File: src/rtl/srv1_bus_pkg.sv
// Shared definitions for initiators on the core data bus.
//   BUS_ADDR_W / BUS_DATA_W : word-address and data widths
//   MASK_WORD               : byte enables for a full-word access
//   dma_state_t             : state encoding of the DMA controller
//   addr_inc                : word-address increment, wraps modulo 2^BUS_ADDR_W
package srv1_bus_pkg;

    localparam int BUS_ADDR_W = 30;
    localparam int BUS_DATA_W = 32;

    localparam logic [3:0] MASK_WORD = 4'hF;

    typedef enum logic [2:0] {
        IDLE  = 3'd0,
        READ  = 3'd1,
        LATCH = 3'd2,
        WRITE = 3'd3,
        DONE  = 3'd4
    } dma_state_t;

    // Carry out of the top bit is dropped, so the address simply wraps.
    function automatic logic [BUS_ADDR_W-1:0] addr_inc(input logic [BUS_ADDR_W-1:0] addr);
        return addr + BUS_ADDR_W'(1);
    endfunction

endpackage

File: src/rtl/bus_dma_if.sv
// Core data bus as seen by one initiator.
//   bus_grant    : arbiter permits an access this cycle (slave -> master)
//   bus_lock     : access request                       (master -> slave)
//   memory_mode  : 0 = read, 1 = write                  (master -> slave)
//   data_address : word address                         (master -> slave)
//   data_mask    : byte enables                         (master -> slave)
//   data_out     : write data                           (master -> slave)
//   data_in      : read data, one enabled cycle after an accepted read
//                                                       (slave -> master)
interface bus_dma_if;
    import srv1_bus_pkg::*;

    logic                  bus_grant;
    logic                  bus_lock;
    logic                  memory_mode;
    logic [BUS_ADDR_W-1:0] data_address;
    logic [3:0]            data_mask;
    logic [BUS_DATA_W-1:0] data_out;
    logic [BUS_DATA_W-1:0] data_in;

    modport master (
        input  bus_grant,
        input  data_in,
        output bus_lock,
        output memory_mode,
        output data_address,
        output data_mask,
        output data_out
    );

    modport slave (
        output bus_grant,
        output data_in,
        input  bus_lock,
        input  memory_mode,
        input  data_address,
        input  data_mask,
        input  data_out
    );

endinterface

File: src/rtl/bus_dma.sv
// Word-granular DMA engine: copies len words from src_addr to dst_addr, or
// fills len words at dst_addr with fill_word, as a second initiator on the
// core data bus.
//   clk, sync_rst  : clock and synchronous active-high reset
//   clk_en         : global enable; nothing changes while low
//   start          : launch request, honoured in IDLE only
//   fill_mode      : 0 = copy, 1 = fill (sampled with start)
//   src_addr       : copy source word address (sampled with start)
//   dst_addr       : destination word address (sampled with start)
//   len            : word count, 0 completes with no bus traffic
//   fill_word      : fill pattern (sampled with start)
//   busy           : high in every state except IDLE
//   done           : one enabled-cycle pulse at the end of a transfer
//   bus            : bus_dma_if master modport
module bus_dma
    import srv1_bus_pkg::*;
#(
    parameter int LEN_W = 16
) (
    input  logic                  clk,
    input  logic                  sync_rst,
    input  logic                  clk_en,
    input  logic                  start,
    input  logic                  fill_mode,
    input  logic [BUS_ADDR_W-1:0] src_addr,
    input  logic [BUS_ADDR_W-1:0] dst_addr,
    input  logic [LEN_W-1:0]      len,
    input  logic [BUS_DATA_W-1:0] fill_word,
    output logic                  busy,
    output logic                  done,
    bus_dma_if.master             bus
);

    localparam logic [2:0] S_IDLE  = 3'(IDLE);
    localparam logic [2:0] S_READ  = 3'(READ);
    localparam logic [2:0] S_LATCH = 3'(LATCH);
    localparam logic [2:0] S_WRITE = 3'(WRITE);
    localparam logic [2:0] S_DONE  = 3'(DONE);

    logic [2:0]            state_reg,  state_next;
    logic [BUS_ADDR_W-1:0] src_reg,    src_next;
    logic [BUS_ADDR_W-1:0] dst_reg,    dst_next;
    logic [LEN_W-1:0]      count_reg,  count_next;
    logic [BUS_DATA_W-1:0] word_reg,   word_next;
    logic [BUS_DATA_W-1:0] fill_reg,   fill_next;
    logic                  mode_reg,   mode_next;

    // Next-state and datapath update.
    always_comb begin
        state_next = state_reg;
        src_next   = src_reg;
        dst_next   = dst_reg;
        count_next = count_reg;
        word_next  = word_reg;
        fill_next  = fill_reg;
        mode_next  = mode_reg;

        case (state_reg)
            S_IDLE: begin
                if (start) begin
                    src_next   = src_addr;
                    dst_next   = dst_addr;
                    count_next = len;
                    fill_next  = fill_word;
                    mode_next  = fill_mode;
                    if (len == '0) begin
                        state_next = S_DONE;
                    end else if (fill_mode) begin
                        state_next = S_WRITE;
                    end else begin
                        state_next = S_READ;
                    end
                end
            end

            S_READ: begin
                if (bus.bus_grant) begin
                    state_next = S_LATCH;
                end
            end

            // The read was accepted last cycle, so the data is already on
            // data_in; no grant is needed here.
            S_LATCH: begin
                word_next  = bus.data_in;
                state_next = S_WRITE;
            end

            S_WRITE: begin
                if (bus.bus_grant) begin
                    dst_next   = addr_inc(dst_reg);
                    count_next = count_reg - LEN_W'(1);
                    if (!mode_reg) begin
                        src_next = addr_inc(src_reg);
                    end
                    if (count_reg == LEN_W'(1)) begin
                        state_next = S_DONE;
                    end else if (!mode_reg) begin
                        state_next = S_READ;
                    end
                end
            end

            S_DONE: begin
                state_next = S_IDLE;
            end

            default: begin
                state_next = S_IDLE;
            end
        endcase
    end

    always_ff @(posedge clk) begin
        if (sync_rst) begin
            state_reg <= S_IDLE;
            src_reg   <= '0;
            dst_reg   <= '0;
            count_reg <= '0;
            word_reg  <= '0;
            fill_reg  <= '0;
            mode_reg  <= 1'b0;
        end else if (clk_en) begin
            state_reg <= state_next;
            src_reg   <= src_next;
            dst_reg   <= dst_next;
            count_reg <= count_next;
            word_reg  <= word_next;
            fill_reg  <= fill_next;
            mode_reg  <= mode_next;
        end
    end

    // Bus outputs are decoded from state; everything is zero outside
    // READ/WRITE so the bus is quiet in idle, latch and done.
    always_comb begin
        bus.bus_lock     = 1'b0;
        bus.memory_mode  = 1'b0;
        bus.data_address = '0;
        bus.data_mask    = 4'h0;
        bus.data_out     = '0;

        case (state_reg)
            S_READ: begin
                bus.bus_lock     = bus.bus_grant;
                bus.data_address = src_reg;
            end
            S_WRITE: begin
                bus.bus_lock     = bus.bus_grant;
                bus.memory_mode  = 1'b1;
                bus.data_mask    = MASK_WORD;
                bus.data_address = dst_reg;
                bus.data_out     = mode_reg ? fill_reg : word_reg;
            end
            default: begin
            end
        endcase
    end

    assign busy = (state_reg != S_IDLE);
    assign done = (state_reg == S_DONE);

endmodule

File: src/flat_wrapper.sv
// flat-port wrapper written by rule: the top's interface ports become plain ports
module bus_dma_flat import srv1_bus_pkg::*;
#(
    parameter int LEN_W = 16
)
  (clk, sync_rst, clk_en, start, fill_mode, src_addr, dst_addr, len, fill_word, busy, done, bus_bus_grant, bus_data_in, bus_bus_lock, bus_memory_mode, bus_data_address, bus_data_mask, bus_data_out);
  bus_dma_if bus_i ();
  input  logic clk;
  input  logic sync_rst;
  input  logic clk_en;
  input  logic start;
  input  logic fill_mode;
  input  logic [BUS_ADDR_W-1:0] src_addr;
  input  logic [BUS_ADDR_W-1:0] dst_addr;
  input  logic [LEN_W-1:0] len;
  input  logic [BUS_DATA_W-1:0] fill_word;
  output logic busy;
  output logic done;
  input wire logic [$bits(bus_i.bus_grant)-1:0] bus_bus_grant;
  input wire logic [$bits(bus_i.data_in)-1:0] bus_data_in;
  output wire logic [$bits(bus_i.bus_lock)-1:0] bus_bus_lock;
  output wire logic [$bits(bus_i.memory_mode)-1:0] bus_memory_mode;
  output wire logic [$bits(bus_i.data_address)-1:0] bus_data_address;
  output wire logic [$bits(bus_i.data_mask)-1:0] bus_data_mask;
  output wire logic [$bits(bus_i.data_out)-1:0] bus_data_out;
  assign bus_i.bus_grant = bus_bus_grant;
  assign bus_i.data_in = bus_data_in;
  assign bus_bus_lock = bus_i.bus_lock;
  assign bus_memory_mode = bus_i.memory_mode;
  assign bus_data_address = bus_i.data_address;
  assign bus_data_mask = bus_i.data_mask;
  assign bus_data_out = bus_i.data_out;
  bus_dma #(.LEN_W(LEN_W)) u_core (.clk(clk), .sync_rst(sync_rst), .clk_en(clk_en), .start(start), .fill_mode(fill_mode), .src_addr(src_addr), .dst_addr(dst_addr), .len(len), .fill_word(fill_word), .busy(busy), .done(done), .bus(bus_i));
endmodule
File: config.mk
export PLATFORM = sky130hd
export DESIGN_NAME = bus_dma_flat
export DESIGN_NICKNAME = d
export VERILOG_FILES = /design/src/rtl/srv1_bus_pkg.sv /design/src/rtl/bus_dma_if.sv /design/src/rtl/bus_dma.sv /design/src/flat_wrapper.sv
export SDC_FILE = /design/constraint.sdc
export NUM_CORES = 1
export LEC_CHECK = 0
export CAP_MARGIN = 20
export CORE_UTILIZATION = 53
export DETAILED_ROUTE_END_ITERATION = 10
export PLACE_DENSITY = 0.86
export SYNTH_ARGS = -nofsm -noshare
export SYNTH_HDL_FRONTEND = slang
export SYNTH_SLANG_ARGS = --single-unit
File: constraint.sdc
create_clock -name clk -period 4.9 [get_ports clk]
set_input_delay 0.49 -clock clk [delete_from_list [all_inputs] [get_ports clk]]
set_output_delay 0.49 -clock clk [all_outputs]
set_load 0.01 [all_outputs]
==> qor.txt <==
Clock sink count = 144
EDFF count, synth = 0
TritonCTS buffer count = 17
Hold_buf cts = 0
Cell Chain, Critical Path = nand3b_1, inv_2, buf_12, nand2_1, nand2_1, clkdlybuf4s50_1
Core Util, Final = 73.47%
Synth Instances = 1088
Crit path launch type = flop
Slew headroom = 27.67%
Hold Crit Class = flop to flop
Post-synth top area cell = dfxtp_1
RSZ-0062 raised after global routing = no
Top cell type's share of synthesized area = 35.63%
P_leak = 3.677 nW
DRT Pass-1 Iters = 8
Longest Clk Path Bufs = 2
PortBufs = 215
Synthesis Warnings = 0
Placed cell areas = 10210 um2
Routability cong. = 0.9043
Most frequent cells in the layout = nand2_1, clkdlybuf4s50_1, dfxtp_1, a21oi_1, nor2_1
Syn avg cell area = 7.437 um2
CP arrival = 2790 ps
Final Hold Fails = 0
DR vias/cell = 6.301
CTS root buf = clkbuf_16
Diode count = 0
Top post-synthesis cells by area = dfxtp_1, nand2_1, a21oi_1
Die width = 125.6 um
Number of remaining DRC errors = 10
WL/cell = 18.21 um
Number of setup violations in the final report = 0
Vias in the first global route = 8383
Post-CTS setup buffer count = 0
Final Power = 3.142 mW
Initial Utilization = 55.05%
Final ANT Viol Nets = 0
Reg clk slew, reported paths = 60 ps
Clock H-tree levels = 4
Final WS setup = 1623 ps
Global-route wire length before repair = 41.76 mm
Post-detail-place hpwl = 17.00 mm
Total gr overflow = 0
Area Overhead vs Synth = 33.46%
Worst slack, placed = 1811 ps
Int Pwr = 2.219 mW
Minimum clock period = 3277 ps
Slew Viols, Final = 0
CP max stage delay = 590 ps
Layout Skew = 5.957 ps
Final instance area = 10800 um2
Synth async-reset ratio = 0%
Outcome = finished, violations left
Core ar. = 14700 um2
Failing checks = design-rule violations
Most used DFF post-synth = dfxtp_1
Vert. Die Dim = 125.6 um
Cell mode on critical path = nand2_1
Vias post-DR = 9074
Post-CTS Resized = 0
Max IR drop VDD = 247.5 uV
Synth Net Count = 1238
GRT Total Usage = 32.89%
Initial antenna violation count = 0
Final nets = 1393
Share of post-route cells with drive strength above 1 = 5.573%
Period utilization = 66.88%
Sequential share of power = 42.7%
Fmax = 305.1 MHz
Routed WL = 26.22 mm
Logic pwr share = 17.2%
FF+latch count, synth = 144
Sequential share of the synthesized area = 35.63%
Max Cap Viol = 0
Pwr/cell area = 291.0 nW/um2
Clock share of power = 40.2%
Sw Ratio = 29.38%
Critical Path RT = 4410 ps
DIE AREA = 15770 um2
Setup crit end kind = output pin
CTS tree = yes
Critical-path maximum fanout = 69
Largest net degree at the start of global routing = 158
Initial DRC count = 1193
Synth unique cells = 73
Tightest Pin Transition = 1076 ps
Setup TNS = 0 ps
Area of the mapped netlist = 8092 um2
Crit Path Class = flop to output pin
Rows = 44
CP max-delay cell = dfxtp_1
Clk Latency, worst-skew pair = 430 ps
Io pins = 216
Switching power = 0.9234 mW
## cells in the mapped netlist, drive strengths merged (3+ instances only)
library cell and n:
a311oi 6, or4 5, a211oi 19, nor4 24
inv 10, o21a 6, dfxtp 144, o221a 6
nand3 31, buf 31, nor2 87, and2 10
a21oi 136, or3 7, nand2 214, and4 4
nor2b 3, o32ai 7, a21o 12, a22oi 11
o31ai 8, mux2i 36, o31a 3, a22o 24
and3 13, o21ai 55, ha 4, nor3b 5
nand4 21, clkbuf 62, nand2b 4, o22ai 3
or2 3, o41ai 4, nor3 20, a2bb2oi 5
a31oi 15
## routing by layer
| layer | wire length, um | GRT usage (%) |
|---|---|---|
| met5 | 0 | 0 |
| met4 | 1187 | 18.94 |
| met3 | 2133 | 6.547 |
| met2 | 12470 | 53.40 |
| met1 | 10430 | 40.63 |
## power by group through the flow
stage	clock, mW	combinational [mW]	sequential (mW)
after global placement	0	0.517	1.36
final	1.26	0.540	1.34
after global routing	1.33	0.590	1.35
after CTS	1.27	0.531	1.33
after floorplan	0	0.328	1.32
after detailed placement	0	0.525	1.36
## worst max-delay path, delay by kind of cell, from the launching register on
family / cells / cell delay (ps)
buf+inv: 3 / 1260
flops: 1 / 590
simple gates: 3 / 470
## layout make-up
class | count | area (um2)
tap | 184 | 230.2
sequential | 144 | 2884
fill | 1157 | 3900
timing repair buffer | 230 | 2295
inverter | 11 | 41.29
clock inverter | 15 | 152.6
clock buffer | 17 | 425.4
multi-input combinational | 839 | 4771
## per-stage QoR
step                cells  hold slack (ps)
floorplan            1088            435.7
global placement     1407            441.5
detailed placement   1407            446.1
CTS                  1439            455.2
global route         1440            468.2
finish               1440            453.9
## final timing paths
path                                     startpoint                    to  slack (ps)  cells after the start
worst max-delay path            u_core.state_reg[0]   bus_data_address[2]        1620                      6
worst max register to register  u_core.state_reg[0]  u_core.count_reg[10]        2270                      6
worst min-delay path            u_core.word_reg[13]   u_core.word_reg[13]         450                      2
worst min register to register  u_core.word_reg[13]   u_core.word_reg[13]         450                      2
## logic make-up after synthesis
logic type                 count (synthesis)  share of synthesized area [%]
AOI/OAI and AO/OA                        338                          26.55
muxes                                     37                          4.593
DFF                                      144                          35.63
buffers and inverters                    105                          5.721
adders and majority gates                  4                         0.6185
and+or+nand+nor                          460                          26.89
Power figures use the tool's default switching activity.
